--- src/rtl/mopshub_chk_pkg.sv ---
// ============================================================================
// Module   : mopshub_chk_pkg
// Brief    : Shared types, widths and helpers for the MOPSHUB frame checker.
// Revision : 1.0 - initial release
// ============================================================================
`default_nettype none

package mopshub_chk_pkg;

    localparam int FRAME_W = 76;
    localparam int BUS_W   = 5;
    localparam int CNT_W   = 16;

    // One queued expectation: bus index plus the full CAN frame.
    typedef struct packed {
        logic [BUS_W-1:0]   bus;
        logic [FRAME_W-1:0] data;
    } chk_entry_t;

    typedef enum logic [1:0] {
        IDLE = 2'd0,
        WAIT = 2'd1,
        CMP  = 2'd2
    } chk_state_t;

    // Statistics counters stick at all-ones instead of wrapping.
    function automatic logic [CNT_W-1:0] sat_inc(input logic [CNT_W-1:0] v);
        return (v == {CNT_W{1'b1}}) ? v : v + 1'b1;
    endfunction

endpackage

`default_nettype wire

--- src/rtl/mopshub_chk_fifo.sv ---
// ============================================================================
// Module   : mopshub_chk_fifo
// Brief    : Single-clock FIFO of chk_entry_t. Pointers carry one extra wrap
//            bit so full and empty are told apart without a separate counter.
// Revision : 1.0 - initial release
// ============================================================================
`default_nettype none

module mopshub_chk_fifo
    import mopshub_chk_pkg::*;
#(
    parameter int DEPTH = 8
) (
    input  logic                    clk_40_m,
    input  logic                    rst,
    input  logic                    i_clear,
    input  logic                    i_push,
    input  logic                    i_pop,
    input  chk_entry_t              i_din,
    output chk_entry_t              o_dout,
    output logic                    o_full,
    output logic                    o_empty,
    output logic [$clog2(DEPTH):0]  o_count
);

    localparam int AW = $clog2(DEPTH);

    logic [AW:0] r_wr_ptr;
    logic [AW:0] r_rd_ptr;
    chk_entry_t  r_mem [DEPTH];

    logic        w_rd_en;
    logic        w_wr_en;

    assign o_empty = (r_wr_ptr == r_rd_ptr);
    assign o_full  = (r_wr_ptr[AW] != r_rd_ptr[AW]) &&
                     (r_wr_ptr[AW-1:0] == r_rd_ptr[AW-1:0]);
    assign o_count = r_wr_ptr - r_rd_ptr;
    assign o_dout  = r_mem[r_rd_ptr[AW-1:0]];

    // A push into a full FIFO is legal only when the head leaves in the same cycle.
    assign w_rd_en = i_pop && !o_empty;
    assign w_wr_en = i_push && (!o_full || w_rd_en);

    // Pointer update; clear behaves exactly like reset.
    always_ff @(posedge clk_40_m) begin
        if (!rst || i_clear) begin
            r_wr_ptr <= '0;
            r_rd_ptr <= '0;
        end else begin
            if (w_wr_en) r_wr_ptr <= r_wr_ptr + 1'b1;
            if (w_rd_en) r_rd_ptr <= r_rd_ptr + 1'b1;
        end
    end

    // Storage array, written at the write pointer.
    always_ff @(posedge clk_40_m) begin
        if (w_wr_en) r_mem[r_wr_ptr[AW-1:0]] <= i_din;
    end

endmodule

`default_nettype wire

--- config.mk ---
export PLATFORM = sky130hd
export DESIGN_NAME = mopshub_chk_fifo
export DESIGN_NICKNAME = d
export VERILOG_FILES = /design/src/rtl/mopshub_chk_pkg.sv /design/src/rtl/mopshub_chk_fifo.sv
export SDC_FILE = /design/constraint.sdc
export NUM_CORES = 1
export LEC_CHECK = 0
export ABC_AREA = 1
export BUFFER_PORTS_ARGS = -buffer_cell sky130_fd_sc_hd__clkbuf_2
export CORE_UTILIZATION = 60
export DETAILED_ROUTE_END_ITERATION = 16
export HOLD_SLACK_MARGIN = 0.15
export PLACE_DENSITY_LB_ADDON = 0.05
export SLEW_MARGIN = 20
export SYNTH_ARGS = -nofsm -noshare
export SYNTH_HDL_FRONTEND = slang
export SYNTH_SLANG_ARGS = --single-unit
--- constraint.sdc ---
create_clock -name clk_40_m -period 12.4 [get_ports clk_40_m]
set_clock_uncertainty 0.1 [all_clocks]
set_input_delay 0.62 -clock clk_40_m [delete_from_list [all_inputs] [get_ports clk_40_m]]
set_output_delay 0.62 -clock clk_40_m [all_outputs]
set_load 0.03 [all_outputs]
# Word level (Yosys, flattened, before mapping)
# Memories as Yosys holds them, arrays and structs flattened. A register that Yosys moved wholly into a read port is not among the register bits.
# Cells that the tools add are included.
# word_totals
memories,1
ram_bits,648
output_inout_bits,87
in_bits,86
elab_cells,21
regBits,8
# classes
addsub,3
muxes,4
n_eq_ne,3
reduce_logical,8
# memory_table
name,words,word_bits,rd,rd_clocked_by_memory_dff,wr,line_no,source
r_mem,8,81,1,1,1,mopshub_chk_fifo.sv:30,chk_entry_t r_mem [DEPTH];
# ops
cell,n
$add 4x1->4 const B,2
$mux 3,2
$eq 4x4->1,1
$sub 4x4->4,1
$eq 3x3->1,1
$logic_and 1x1->1,3
$logic_not 1->1,3
$logic_or 1x1->1,2
$mux 1,2
$ne 1x1->1,1

# Depth between registers and ports, before layout
# depth
word_depth,7
depth_mapped,10
depth_no_buf,10

# Worst setup path after synthesis
# No wires, ideal clock.
# synth_path
kind,reg2reg
startpoint,register r_wr_ptr[0]
endpoint,"memory r_mem[0][0] in the netlist's numbering, enable pin"
slack_ns,7.095
setup_time_ns,0.521
required_time_ns,11.779
arrival_time_ns,4.685
path_stages_with_launch,10
n_path_buf,0
synth_period_minus_slack_ns,5.305
path_cell_list,dfxtp_1 > inv_1 > ha_1 > nand2_1 > nor2_1 > nand3_1 > nand2_1 > inv_1 > nand2_1 > nor2_1
# synth_between
elab_chain_len,7
elab_cells_between_ends,10
classes_between,eq/ne: 2; mux: 2; reduce/logical: 6
# synth_lines
element,line_no,source
start: declaration,mopshub_chk_fifo.sv:28,logic [AW:0] r_wr_ptr;
start signal: assignment,mopshub_chk_fifo.sv:51,if (w_wr_en) r_wr_ptr <= r_wr_ptr + 1'b1;
$eq 4x4->1 / $eq 3x3->1 (equally long branches),"mopshub_chk_fifo.sv:35, mopshub_chk_fifo.sv:37",
$logic_not 1->1 / $logic_and 1x1->1 (equally long branches),"mopshub_chk_fifo.sv:42, mopshub_chk_fifo.sv:36",
$logic_and 1x1->1 / $logic_not 1->1 (equally long branches),"mopshub_chk_fifo.sv:42, mopshub_chk_fifo.sv:43",
$logic_or 1x1->1,mopshub_chk_fifo.sv:43,assign w_wr_en = i_push && (!o_full || w_rd_en);
$logic_and 1x1->1,mopshub_chk_fifo.sv:43,
$mux 1,mopshub_chk_fifo.sv:58,if (w_wr_en) r_mem[r_wr_ptr[AW-1:0]] <= i_din;
$mux 1 (not written as such),mopshub_chk_fifo.sv:58,
end: declaration,mopshub_chk_fifo.sv:30,
# Several ways; a longest one is shown, not always the timed one.

==> key figures <==
Outcome
  – Status: completed

Worst setup path
  – Worst R2R Setup Slack: 8.44 ns
  – Buf/Inv on CP: 4
  – CP max stage delay: 0.85 ns
  – CP max-delay cell: buf_4
  – Max Fanout on Critical Path: 98
  – Most frequent CP cell: buf_4
  – Crit end category: output port
  – CP arrival: 4.33 ns
  – CP Cell Sequence: buf_4, buf_4, buf_4, o21ai_0, o22ai_1, nand2_1, nand2_1, clkbuf_2
  – Delay-heaviest family, CP: buffers and inverters
  – WS Path Type: reg -> out
  – FF-to-FF Start: r_wr_ptr[0]
  – Setup crit end: o_dout[54]
  – R2r endpoint: r_mem[6][61]
  – Worst Path Required: around 12 ns
  – CP startpoint kind: flop
  – Crit path depth: 8
  – R2r worst-path depth: 10

Finish
  – Share of cells above drive strength 1: a little over an eighth
  – Nets: 2,157
  – Area growth syn-to-layout: 11.5%
  – # fillers: around 3,000
  – FF+latch area: 19,700 um2
  – Multi-input logic area: between 5000 and 6000 um2
  – Post-route cell area: 28,700 um2

GRT
  – Vias in the first global route: around 15,000
  – Tot GR Track Use: 26.1%
  – First-pass GRT wire length: slightly below 90,000 um
  – Initial antenna violation count: 6
  – Largest net degree at the start of global routing: 214
  – Overflow after GRT: 0

Min path
  – Worst hold path type: in -> reg

Power
  – Int Pwr: 3.61 mW
  – Power density over cell area: 161 nW/um2
  – LEAKAGE: 10.1 nW
  – Sw Ratio: 21.6%
  – Sequential Power Share: 53.9%
  – VDD IR max: 128 uV
  – Psw: 0.998 mW
  – Clk network pwr share: 40.0%
  – Combinational Power Share: 6.1%

Floorplanning
  – Starting density of the core: approximately three fifths
  – Die X: 209 um
  – Total die area: 43,700 um2
  – Die height: between 200 and 250 um
  – Core ar.: 42,100 um2
  – Row count: 75
  – IO Count: 173

Logic synthesis
  – Post-synth top area cell: edfxtp_1
  – Synth cell count leaders: edfxtp_1, nor2_1, o21ai_0
  – Distinct cells, synth: 27
  – Synth top area share: 75.6%
  – Async SR Flop Fraction: 0%
  – EDFF count, synth: around 650
  – Synth Register Bits: 659
  – Cell with the most instances after synthesis: edfxtp_1
  – Synthesis Warnings: 0
  – Seq/Total Area, Yosys: around three quarters
  – Post-Syn Area: 25,700 um2
  – Top FF cell, synth: edfxtp_1
  – Syn_area_per_cell: 13.3 um2
  – Mapped Cells: between 1,500 and 2,000
  – Post-Syn Nets: roughly 2,000
  – Synth area leaders: edfxtp_1, o21ai_0, nor2_1, nand2_1, o22ai_1

Clocking
  – Clk buf depth: 3
  – Num Clock Sinks: approximately 660
  – H-tree depth: 3
  – Worst-Skew Late Latency: approximately 0.57 ns
  – CTS buffer count: 66
  – CTS tree: built
  – Hold_buf cts: 0
  – Root buf cell: clkbuf_16
  – Clock transition at path regs: 0.06 ns
  – Post CTS Setup Buffer Count: 0
  – Resized Gates After CTS: 0

Timing
  – Max Slew Vio Count: 0
  – Final setup fails: 0
  – Fin crit share: 40.7%
  – Worst slew margin: 24.6%
  – Tightest Pin Transition: 1.13 ns
  – RSZ-0062 raised after global routing: false
  – Setup TNS: 0 ns
  – Hold Vio Cnt, Final: 0
  – Min Tclk post-route: 5.05 ns
  – Fmax: 0.198 GHz

Place
  – IO buf count: about 170
  – DP Area: 26,700 um2
  – Detailed placer's ending HPWL: 27,100 um
  – Routability-driven placement congestion ratio: 0.761

Detailed routing
  – DRT antenna net count: 0
  – Wirelength per Cell: 21.2 um
  – DR DRC count: 0
  – Routed vias: around 16,000
  – Drt first-iter violations: approximately 1,600
  – Vias per cell: 5.97
  – Final wirelength: around 56,000 um
  – First-pass DRT Iterations: 5

Flow run
  – Max-cap violations: 0
metal layers:
| layer | part of all wire (%) | wire (um) | track usage, % | vias up |
|---|---|---|---|---|
| met1 | 43 | 24200 | 36.6 | 7852 |
| li1 | - | - | - | 7333 |
| met5 | 0.076 | 43 | 0 | - |
| met3 | 7.4 | 4170 | 5.38 | 100 |
| met2 | 47 | 26700 | 40.9 | 561 |
| met4 | 2.1 | 1170 | 9.46 | 6 |
flip-flops by register name (all words and copies together) (netlist names), named ones only:
name and count:
r_rd_ptr 4, r_mem 648, r_wr_ptr 4
power by group through the flow:
stage / registers [mW] / logic (mW) / clock network (mW)
after floorplan: 2.54 / 0.180 / 0
after global placement: 2.53 / 0.275 / 0
after detailed placement: 2.53 / 0.280 / 0
after CTS: 2.49 / 0.281 / 1.87
after global routing: 2.49 / 0.306 / 1.96
final: 2.49 / 0.279 / 1.85
per-stage QoR:
step	instances	setup WS (ns)	utilization [%]	hold slack (ns)	power, mW
2_1_floorplan	1929	7.09	-	0.371	2.72
3_3_place_gp	2536	8.06	63.3	0.390	2.81
3_5_place_dp	2536	7.97	63.3	0.393	2.81
4_1_cts	2652	7.29	68.0	0.187	4.64
5_1_grt	2654	7.03	68.0	0.211	4.76
6_report	2656	7.35	68.1	0.222	4.61
worst min-delay path by stage:
stage / start / end / slack, ns / cells after the start
floorplan: r_rd_ptr[3] / r_rd_ptr[3] / 0.37 / 2
global placement: r_rd_ptr[3] / r_rd_ptr[3] / 0.39 / 2
detailed placement: r_rd_ptr[3] / r_rd_ptr[3] / 0.39 / 2
CTS: i_din[47] / r_mem[5][47] / 0.19 / 1
global route: i_din[79] / r_mem[0][79] / 0.21 / 1
finish: i_din[79] / r_mem[5][79] / 0.22 / 1
cell families (layout without fill, tap and decap cells):
kind of cell               after synthesis  count (layout)  share of synthesized area, %
AOI/OAI and AO/OA                      493             493                          10.4
buffers and inverters                  143             327                          3.49
xor gates and xnor gates                 5               5                         0.170
other                                    0               4                             0
and+or+nand+nor                        623             623                          9.15
DFF                                    659             659                          76.5
adders and majority gates                6               6                         0.321
layout make-up:
class	count	share of cell area (%)
Inverter	19	0.305
Multi-Input combinational cell	1127	18.2
Clock buffer	92	6.47
Tap cell	539	2.35
Clock inverter	24	0.462
Antenna cell	4	0.0349
Timing Repair Buffer	192	3.54
Sequential cell	659	68.7
cells in the final DEF, fill, tap and decap left out:
cell type,synthesis,final
edfxtp_1,648,648
nor2_1,343,335
o21ai_0,312,312
nand2_1,270,270
clkbuf_2,12,172
o22ai_1,162,162
clkbuf_16,0,71
clkbuf_1,49,21
buf_4,3,19
inv_1,16,16
o21ai_1,14,14
clkinv_1,0,13
clkinv_2,0,10
nor2_4,0,8
dfxtp_1,11,8
nand3_1,7,7
a21oi_1,5,5
ha_1,5,5
diode_2,0,4
xor2_1,4,4
dfxtp_4,0,3
xnor2_1,1,1
inv_12,1,1
inv_4,0,1
nor3_1,1,1
nand3b_1,1,1
nand4_1,1,1
fa_1,1,1
inv_6,0,1
bufinv_16,0,1
buf_6,24,1
Power figures use the tool's default switching activity.
